[config.mk]
export PLATFORM = sky130hd
export DESIGN_NAME = pipeline_hazard_ctrl
export DESIGN_NICKNAME = d
export VERILOG_FILES = /design/src/rtl/pipeline_hazard_ctrl.sv
export SDC_FILE = /design/constraint.sdc
export NUM_CORES = 1
export LEC_CHECK = 0
export ABC_AREA = 0
export ABC_CLOCK_PERIOD_IN_PS = 2100
export BUFFER_PORTS_ARGS = -buffer_cell sky130_fd_sc_hd__buf_2
export CORE_MARGIN = 2
export CORE_UTILIZATION = 46
export CTS_CLUSTER_DIAMETER = 40
export CTS_CLUSTER_SIZE = 14
export DETAILED_ROUTE_END_ITERATION = 10
export PLACE_DENSITY = 0.72
export SETUP_SLACK_MARGIN = 0.1
export SYNTH_ARGS = -nofsm -noshare
export SYNTH_HDL_FRONTEND = slang
export SYNTH_SLANG_ARGS = --single-unit
export TNS_END_PERCENT = 30
[constraint.sdc]
create_clock -name clk -period 2.1 [get_ports clk]
set_clock_uncertainty 0.1 [all_clocks]
set_input_delay 0.315 -clock clk [delete_from_list [all_inputs] [get_ports clk]]
set_output_delay 0.315 -clock clk [all_outputs]
set_load 0.01 [all_outputs]
[src/rtl/pipeline_hazard_ctrl.sv]
// pipeline_hazard_ctrl: hazard detection and forwarding control for a 5-stage
// IF/ID/EX/MEM/WB pipeline.
// A shadow copy of destination-register info for the EX, MEM and WB stages is
// compared against the source registers of the instruction in ID.
// stall/flush/pc_write are combinational, and the forward selects are registered.
// The selects line up with the instruction as it enters EX.
// Compile-time option: define HAZARD_FWD_EN to enable the forwarding paths.
// With it defined, only load-use hazards stall. Without it, every RAW hazard
// against EX/MEM stalls, and so do hazards against WB when RF_BYPASS=0.
module pipeline_hazard_ctrl #(
  parameter int REG_ADDR_W = 5,
  parameter int RF_BYPASS  = 1,
  parameter int CNT_W      = 16
) (
  input  logic                  clk,
  input  logic                  rst,
  input  logic                  id_valid,
  input  logic [REG_ADDR_W-1:0] id_rs,
  input  logic [REG_ADDR_W-1:0] id_rt,
  input  logic                  id_uses_rs,
  input  logic                  id_uses_rt,
  input  logic                  id_wr_en,
  input  logic [REG_ADDR_W-1:0] id_wr_addr,
  input  logic                  id_is_load,
  input  logic                  redirect,
  output logic                  stall,
  output logic                  flush,
  output logic                  pc_write,
  output logic [1:0]            fwd_a_sel,
  output logic [1:0]            fwd_b_sel,
  output logic [CNT_W-1:0]      stall_cnt
);

  // One shadow pipeline entry: destination info of an in-flight instruction.
  typedef struct packed {
    logic                  v;
    logic                  wr_en;
    logic [REG_ADDR_W-1:0] addr;
    logic                  is_load;
  } shadow_t;

  localparam logic       NO_BYP_C  = (RF_BYPASS == 0) ? 1'b1 : 1'b0;
  localparam logic [1:0] SEL_ID_C  = 2'd0;
  localparam logic [1:0] SEL_MEM_C = 2'd1;
  localparam logic [1:0] SEL_WB_C  = 2'd2;
  localparam logic [CNT_W-1:0] CNT_MAX_C = {CNT_W{1'b1}};
  localparam logic [CNT_W-1:0] CNT_ONE_C = {{(CNT_W-1){1'b0}}, 1'b1};

  // A valid writer of a non-zero register that equals the register being read.
  // Register $0 never produces a hazard.
  function automatic logic match_f(input shadow_t e,
                                   input logic [REG_ADDR_W-1:0] r,
                                   input logic use_r);
    return use_r & e.v & e.wr_en & (e.addr != {REG_ADDR_W{1'b0}}) & (e.addr == r);
  endfunction

  shadow_t          s0_r, s1_r, s2_r;
  shadow_t          s0_nxt_s;
  logic [1:0]       fwd_a_sel_r, fwd_b_sel_r;
  logic [1:0]       fwd_a_nxt_s, fwd_b_nxt_s;
  logic [CNT_W-1:0] stall_cnt_r;
  logic             m0_a_s, m1_a_s, m2_a_s;
  logic             m0_b_s, m1_b_s, m2_b_s;
  logic             stall_cond_s;
  logic             stall_s;
  logic             flush_s;
  logic             bubble_s;
  logic             unused_ok_s;

  // Per-operand match of the ID sources against each shadow stage.
  always_comb begin
    m0_a_s = match_f(s0_r, id_rs, id_uses_rs);
    m1_a_s = match_f(s1_r, id_rs, id_uses_rs);
    m2_a_s = match_f(s2_r, id_rs, id_uses_rs);
    m0_b_s = match_f(s0_r, id_rt, id_uses_rt);
    m1_b_s = match_f(s1_r, id_rt, id_uses_rt);
    m2_b_s = match_f(s2_r, id_rt, id_uses_rt);
  end

  // Raw stall condition before qualification by valid/redirect/reset.
  always_comb begin
    stall_cond_s = 1'b0;
`ifdef HAZARD_FWD_EN
    // Only a load in EX cannot be forwarded in time.
    stall_cond_s = ((m0_a_s | m0_b_s) & s0_r.is_load)
                 | (NO_BYP_C & (m2_a_s | m2_b_s));
`else
    stall_cond_s = m0_a_s | m0_b_s | m1_a_s | m1_b_s
                 | (NO_BYP_C & (m2_a_s | m2_b_s));
`endif
  end

  // Pipeline control: redirect outranks stall, and reset silences both.
  always_comb begin
    stall_s  = id_valid & stall_cond_s & ~redirect & ~rst;
    flush_s  = redirect & ~rst;
    bubble_s = redirect | stall_s | ~id_valid;
  end

  // Next EX shadow entry and the forward selects for the instruction entering EX.
  always_comb begin
    s0_nxt_s    = '{v: 1'b0, wr_en: 1'b0, addr: {REG_ADDR_W{1'b0}}, is_load: 1'b0};
    fwd_a_nxt_s = SEL_ID_C;
    fwd_b_nxt_s = SEL_ID_C;
    if (bubble_s) begin
      s0_nxt_s = '{v: 1'b0, wr_en: 1'b0, addr: {REG_ADDR_W{1'b0}}, is_load: 1'b0};
    end else begin
      s0_nxt_s = '{v: 1'b1, wr_en: id_wr_en, addr: id_wr_addr, is_load: id_is_load};
    end
`ifdef HAZARD_FWD_EN
    // The youngest producer wins, so check EX before MEM.
    if (bubble_s) begin
      fwd_a_nxt_s = SEL_ID_C;
      fwd_b_nxt_s = SEL_ID_C;
    end else begin
      if (m0_a_s) begin
        fwd_a_nxt_s = SEL_MEM_C;
      end else if (m1_a_s) begin
        fwd_a_nxt_s = SEL_WB_C;
      end else begin
        fwd_a_nxt_s = SEL_ID_C;
      end
      if (m0_b_s) begin
        fwd_b_nxt_s = SEL_MEM_C;
      end else if (m1_b_s) begin
        fwd_b_nxt_s = SEL_WB_C;
      end else begin
        fwd_b_nxt_s = SEL_ID_C;
      end
    end
`else
    fwd_a_nxt_s = SEL_ID_C;
    fwd_b_nxt_s = SEL_ID_C;
`endif
  end

  // Shadow pipeline advance and registered forward selects.
  always_ff @(posedge clk) begin
    if (rst) begin
      s0_r        <= '{v: 1'b0, wr_en: 1'b0, addr: {REG_ADDR_W{1'b0}}, is_load: 1'b0};
      s1_r        <= '{v: 1'b0, wr_en: 1'b0, addr: {REG_ADDR_W{1'b0}}, is_load: 1'b0};
      s2_r        <= '{v: 1'b0, wr_en: 1'b0, addr: {REG_ADDR_W{1'b0}}, is_load: 1'b0};
      fwd_a_sel_r <= SEL_ID_C;
      fwd_b_sel_r <= SEL_ID_C;
    end else begin
      s0_r        <= s0_nxt_s;
      s1_r        <= s0_r;
      s2_r        <= s1_r;
      fwd_a_sel_r <= fwd_a_nxt_s;
      fwd_b_sel_r <= fwd_b_nxt_s;
    end
  end

  // Saturating count of stall cycles.
  always_ff @(posedge clk) begin
    if (rst) begin
      stall_cnt_r <= {CNT_W{1'b0}};
    end else if (stall_s && (stall_cnt_r != CNT_MAX_C)) begin
      stall_cnt_r <= stall_cnt_r + CNT_ONE_C;
    end else begin
      stall_cnt_r <= stall_cnt_r;
    end
  end

  // The load flag only matters while an entry sits in EX.
  assign unused_ok_s = ^{s0_r.is_load, s1_r.is_load, s2_r.is_load, m1_a_s, m1_b_s};

  assign stall     = stall_s;
  assign flush     = flush_s;
  assign pc_write  = ~stall_s;
  assign fwd_a_sel = fwd_a_sel_r;
  assign fwd_b_sel = fwd_b_sel_r;
  assign stall_cnt = stall_cnt_r;

endmodule
# Word level (Yosys, flattened, before mapping)
# Index checks and enable logic that the tools add are counted.
totals:
  wordCells: 47
  ff_bits: 30
  output_inout_bits: 23
classes:
  n_addsub: 1
  n_reduce_logical: 4
  n_bitwise: 29
  eq_ne: 5
  n_mux: 1
ops:
  columns: ["cell", "count"]
  rows:
  - ["$and A1 B1 Y1", 20]
  - ["$eq A5 B5 Y1", 4]
  - ["$add A16 B1 Y16 const B", 1]
  - ["$ne A16 B16 Y1 const B", 1]
  - ["$reduce_bool A5 Y1", 2]
  - ["$mux W8", 1]
  - ["$or A1 B1 Y1", 5]
  - ["$not A1 Y1", 4]
  - ["$reduce_or A2 Y1", 1]
  - ["$logic_and A1 B1 Y1", 1]

# Longest topological paths before layout
depth:
  ltp_word: 13
  ltp_mapped: 8
  ltp_nobuf: 7

# Worst setup path after synthesis
# OpenSTA, ideal clock, no wires.
synth_timing:
  kind: "reg-to-reg"
  start: "register stall_cnt_r[0], in the netlist stall_cnt[0]"
  end: "register stall_cnt_r[8], in the netlist stall_cnt[8]"
  setup_slack_ns: -0.030
  stages_incl_launch_ff: 9
  required_ns: 1.929
  period_less_slack_ns: 2.130
  arrival_ns: 1.960
  cell_sequence: "dfxtp_1 > ha_1 > and4_1 > and4b_4 > nor3b_2 > a22oi_2 > buf_4 > or4_1 > a21oi_1"
synth_via:
  elab_chain_cells: 2
  word_cells_on_any_way: 3
  classes_between: "add/sub: 1; eq/ne: 1; reduce/logical: 1"
synth_rtl:
  columns: ["element", "line", "rtl"]
  rows:
  - ["from (decl)", "61", "logic [CNT_W-1:0] stall_cnt_r;"]
  - ["from (signal assigned)", "157", "stall_cnt_r <= {CNT_W{1'b0}};"]
  - ["from (signal assigned)", "159", "stall_cnt_r <= stall_cnt_r + CNT_ONE_C;"]
  - ["from (signal assigned)", "161", "stall_cnt_r <= stall_cnt_r;"]
  - ["parallel branches: the longest is 2 deep, another holds $add A16 B1 Y16", null, null]
# Parallel ways; which one is timed is not known.
# A chain may end at the register's enable or synchronous reset.

# Worst setup path in the final report
layout_timing:
  start: "register s0_r[1] (netlist bit)"
  end: "output port stall"
layout_via:
  elab_chain_cells: 9
  word_cells_on_any_way: 13
  classes_between: "eq/ne: 2; bitwise: 10; reduce/logical: 1"
layout_rtl:
  columns: ["element", "line", "rtl"]
  rows:
  - ["from (decl)", "57", "shadow_t s0_r, s1_r, s2_r;"]
  - ["from (signal assigned)", "140", "s0_r <= '{v: 1'b0, wr_en: 1'b0, addr: {REG_ADDR_W{1'b0}}, is_load: 1'b0};"]
  - ["from (signal assigned)", "146", "s0_r <= s0_nxt_s;"]
  - ["$reduce_bool A5 Y1", "54", "return use_r & e.v & e.wr_en & (e.addr != {REG_ADDR_W{1'b0}}) & (e.addr == r);"]
  - ["$and A1 B1 Y1 (2 in a row)", "54", null]
  - ["$or A1 B1 Y1 (*) (3 in a row)", "88", "stall_cond_s = m0_a_s | m0_b_s | m1_a_s | m1_b_s"]
  - ["$and A1 B1 Y1 (*) (3 in a row)", "95", "stall_s = id_valid & stall_cond_s & ~redirect & ~rst;"]
  - ["to (decl)", "26", "output logic stall,"]
# Every way passes the cells marked *; elsewhere a longest branch is shown, timed or not.

==> flow_summary.toml <==
[hold_path]
min_from = "id_wr_en"
min_path_type = "in2reg"
whs_endpoint = "s0_r[6]"
holdPathStages = 2

[timing]
maxSlewViolCount = 0
holdWs_ps = 72.9
period_share_pct = 110
fin_ws_ps = -212
finalHoldViolCount = 0
layout_min_cycle_time_ps = 2310
timing.fmax_mhz = 433
setup_violations = 16
rsz0062_at_grt = "true"
setup_tns_ps = -1660

[clock_tree]
clk_pin_slew_worst_paths_ps = 90
holdBufCountCts = 0
htreeDepth = 2
cts_tree = "yes"
cts_buffers = 5
clkSinkCount = 30
clkLatencyLatePin_ps = 330
root_buffer = "clkbuf_4"
clock_path_buffers = 2

[synthesis]
syn_area_um2 = 1660
syn_area_per_cell_um2 = 9.33
yosys_most_used_dff = "dfxtp_1"
synth-async-reset-ratio_pct = 0
synth_mux_area_share_pct = 6.25
ys_types = 47
synth_top_family_by_area = "simple AND/OR/NAND/NOR gates"
synth_edf_count = 0
synthSimpleGateAreaFrac_pct = 30.0
ys_ff_latch = 30
synth-compound-area-share_pct = 11.2
yosys_warnings = 0
synthAdderAreaFrac_pct = 0.753
ys_seq_area_share_pct = 36.1
synth-xor-area-share_pct = 11.1
synth_cells = 178

[global_routing]
grt_pass1_vias = 1410
grt_pass1_wl_um = 6240
grt_usage_pct = 19.6
grt_max_degree = 32
grt_overflow = 0
antenna_found_initial = 0

[finish]
layout_commonest_cell = "buf_2"
final_cell_mix = "buf_2 (40), dfxtp_1 (24), buf_4 (23)"
antennaDiodeCount = 0
utilization_pct = 64.8
area_delta_synth_final_pct = 33.2
fillers = 304
postLayoutCellArea_um2 = 2210
drive_gt1_share_pct = 42.5
layout.nets = 270

[drt]
wl_um = 3680
viasPerCell = 5.15
drtAntennaViolNets = 0
drcViolationCount = 0
wl_per_cell_um = 12.6
drt_pre_antenna_iters = 5
first_iter_violations = 64
vias = 1509

[setup_path]
critPathArrivalTime_ps = 1900
r2r_slack_ps = -160
timing.rr.end = "stall_cnt[6]"
rr_worst_depth = 7
crit-reg2reg-launch = "s0_r[1]"
path_class = "reg2out"
end_kind = "output pin"
crit_fanout = 4
crit_required_ps = 1680
critPathLaunchType = "flip-flop"

[place]
place_ws_ps = -71.2
place.gp.congestion = 0.840
dpl-instance-area_um2 = 2030
hpwl_um = 2710
placement.io_buffers = 40

[run_status]
status = "finished, violations left"
violations = "setup timing"

[floorplanning]
ios = 46
die_x_um = 64.1
die_h_um = 64.1
core_um2 = 3420
start_util_pct = 48.6
rows = 21
fp.dieArea_um2 = 4110

[pwr]
power_leakage_nw = 0.955
power.density_nw_per_um2 = 510
worst_ir_drop_vdd_mv = 0.440

[job]
maxCapViolCount = 0
cells by family after synthesis:
logic type      Yosys count
other cells               1
flops                    30
xor+xnor                 21
simple gates             81
mux                       8
compound gates           24
buf+inv                  12
fa+ha+maj                 1
power by group:
group	leakage (nW)	total [mW]	internal (mW)	switching [mW]
clock network	0.0450	0.449	0.246	0.202
registers	0.246	0.581	0.574	0.00659
logic	0.664	0.0992	0.0510	0.0482
Yosys cell counts, types with 2 or more instances:
library cell / number / area, um^2
and3_1: 3 / 18.8
inv_1: 3 / 11.3
and2_1: 7 / 43.8
dfxtp_1: 30 / 601
o22ai_1: 2 / 12.5
nand4_1: 6 / 37.5
a21oi_1: 8 / 40.0
nor3_1: 2 / 10.0
nor2b_1: 16 / 100
mux2_4: 4 / 60.1
clkbuf_1: 2 / 7.51
buf_4: 5 / 37.5
nor2_1: 12 / 45.0
nand3_1: 7 / 35.0
xnor2_1: 20 / 175
mux2_1: 3 / 33.8
or3_1: 6 / 37.5
nor4b_1: 2 / 17.5
o21ai_1: 4 / 20.0
and4_1: 2 / 17.5
nand2_1: 8 / 30.0
registers in the layout (all words and copies together) (netlist names):
name	count
s1_r	7
s0_r	7
stall_cnt	16
metal layers:
metal  track usage (%)  part of all wire [%]  vias to the layer above
li1                  -                     -                      760
met1              25.2                    46                      701
met2              30.9                    47                       42
met3              6.34                   5.2                        6
met4              6.91                   1.3                        0
met5                 0                     0                        -
metrics by stage:
step	instances	total power [mW]
final	293	1.13
after detailed placement	278	0.688
after global placement	278	0.686
after floorplan	181	0.652
after global routing	293	1.19
after CTS	289	1.14
cell type report:
cell class / instances / area (um^2) / area share (%)
Sequential cell: 30 / 611 / 27.6
Tap cell: 46 / 57.6 / 2.60
Multi-Input combinational cell: 139 / 1040 / 46.9
Inverter: 3 / 11.3 / 0.509
Timing Repair Buffer: 67 / 418 / 18.9
Clock buffer: 5 / 37.5 / 1.70
Clock inverter: 3 / 40.0 / 1.81
repair_timing:
item | in CTS | in global routing
buffers inserted | 3 | 4
pin swaps | 5 | 9
setup endpoints to repair | 17 | 23
gates resized for setup | 7 | 9
critical path: stages, from the launching register on:
cell and delay [ps]:
dfxtp_4 370, or3_1 380, o311a_4 330, a22o_1 230, nand2_1 100, inv_1 40, buf_2 130
worst max-delay path by stage:
stage | startpoint | to | slack (ps) | cells past startpoint
after floorplan | s1_r[2] | stall_cnt[11] | 40 | 7
after global placement | s0_r[1] | stall_cnt[6] | -40 | 6
after detailed placement | s0_r[1] | stall_cnt[6] | -70 | 6
after CTS | s0_r[1] | stall | -210 | 6
after global routing | s0_r[1] | stall | -280 | 6
final | s0_r[1] | stall | -210 | 6
Power figures use the tool's default switching activity.
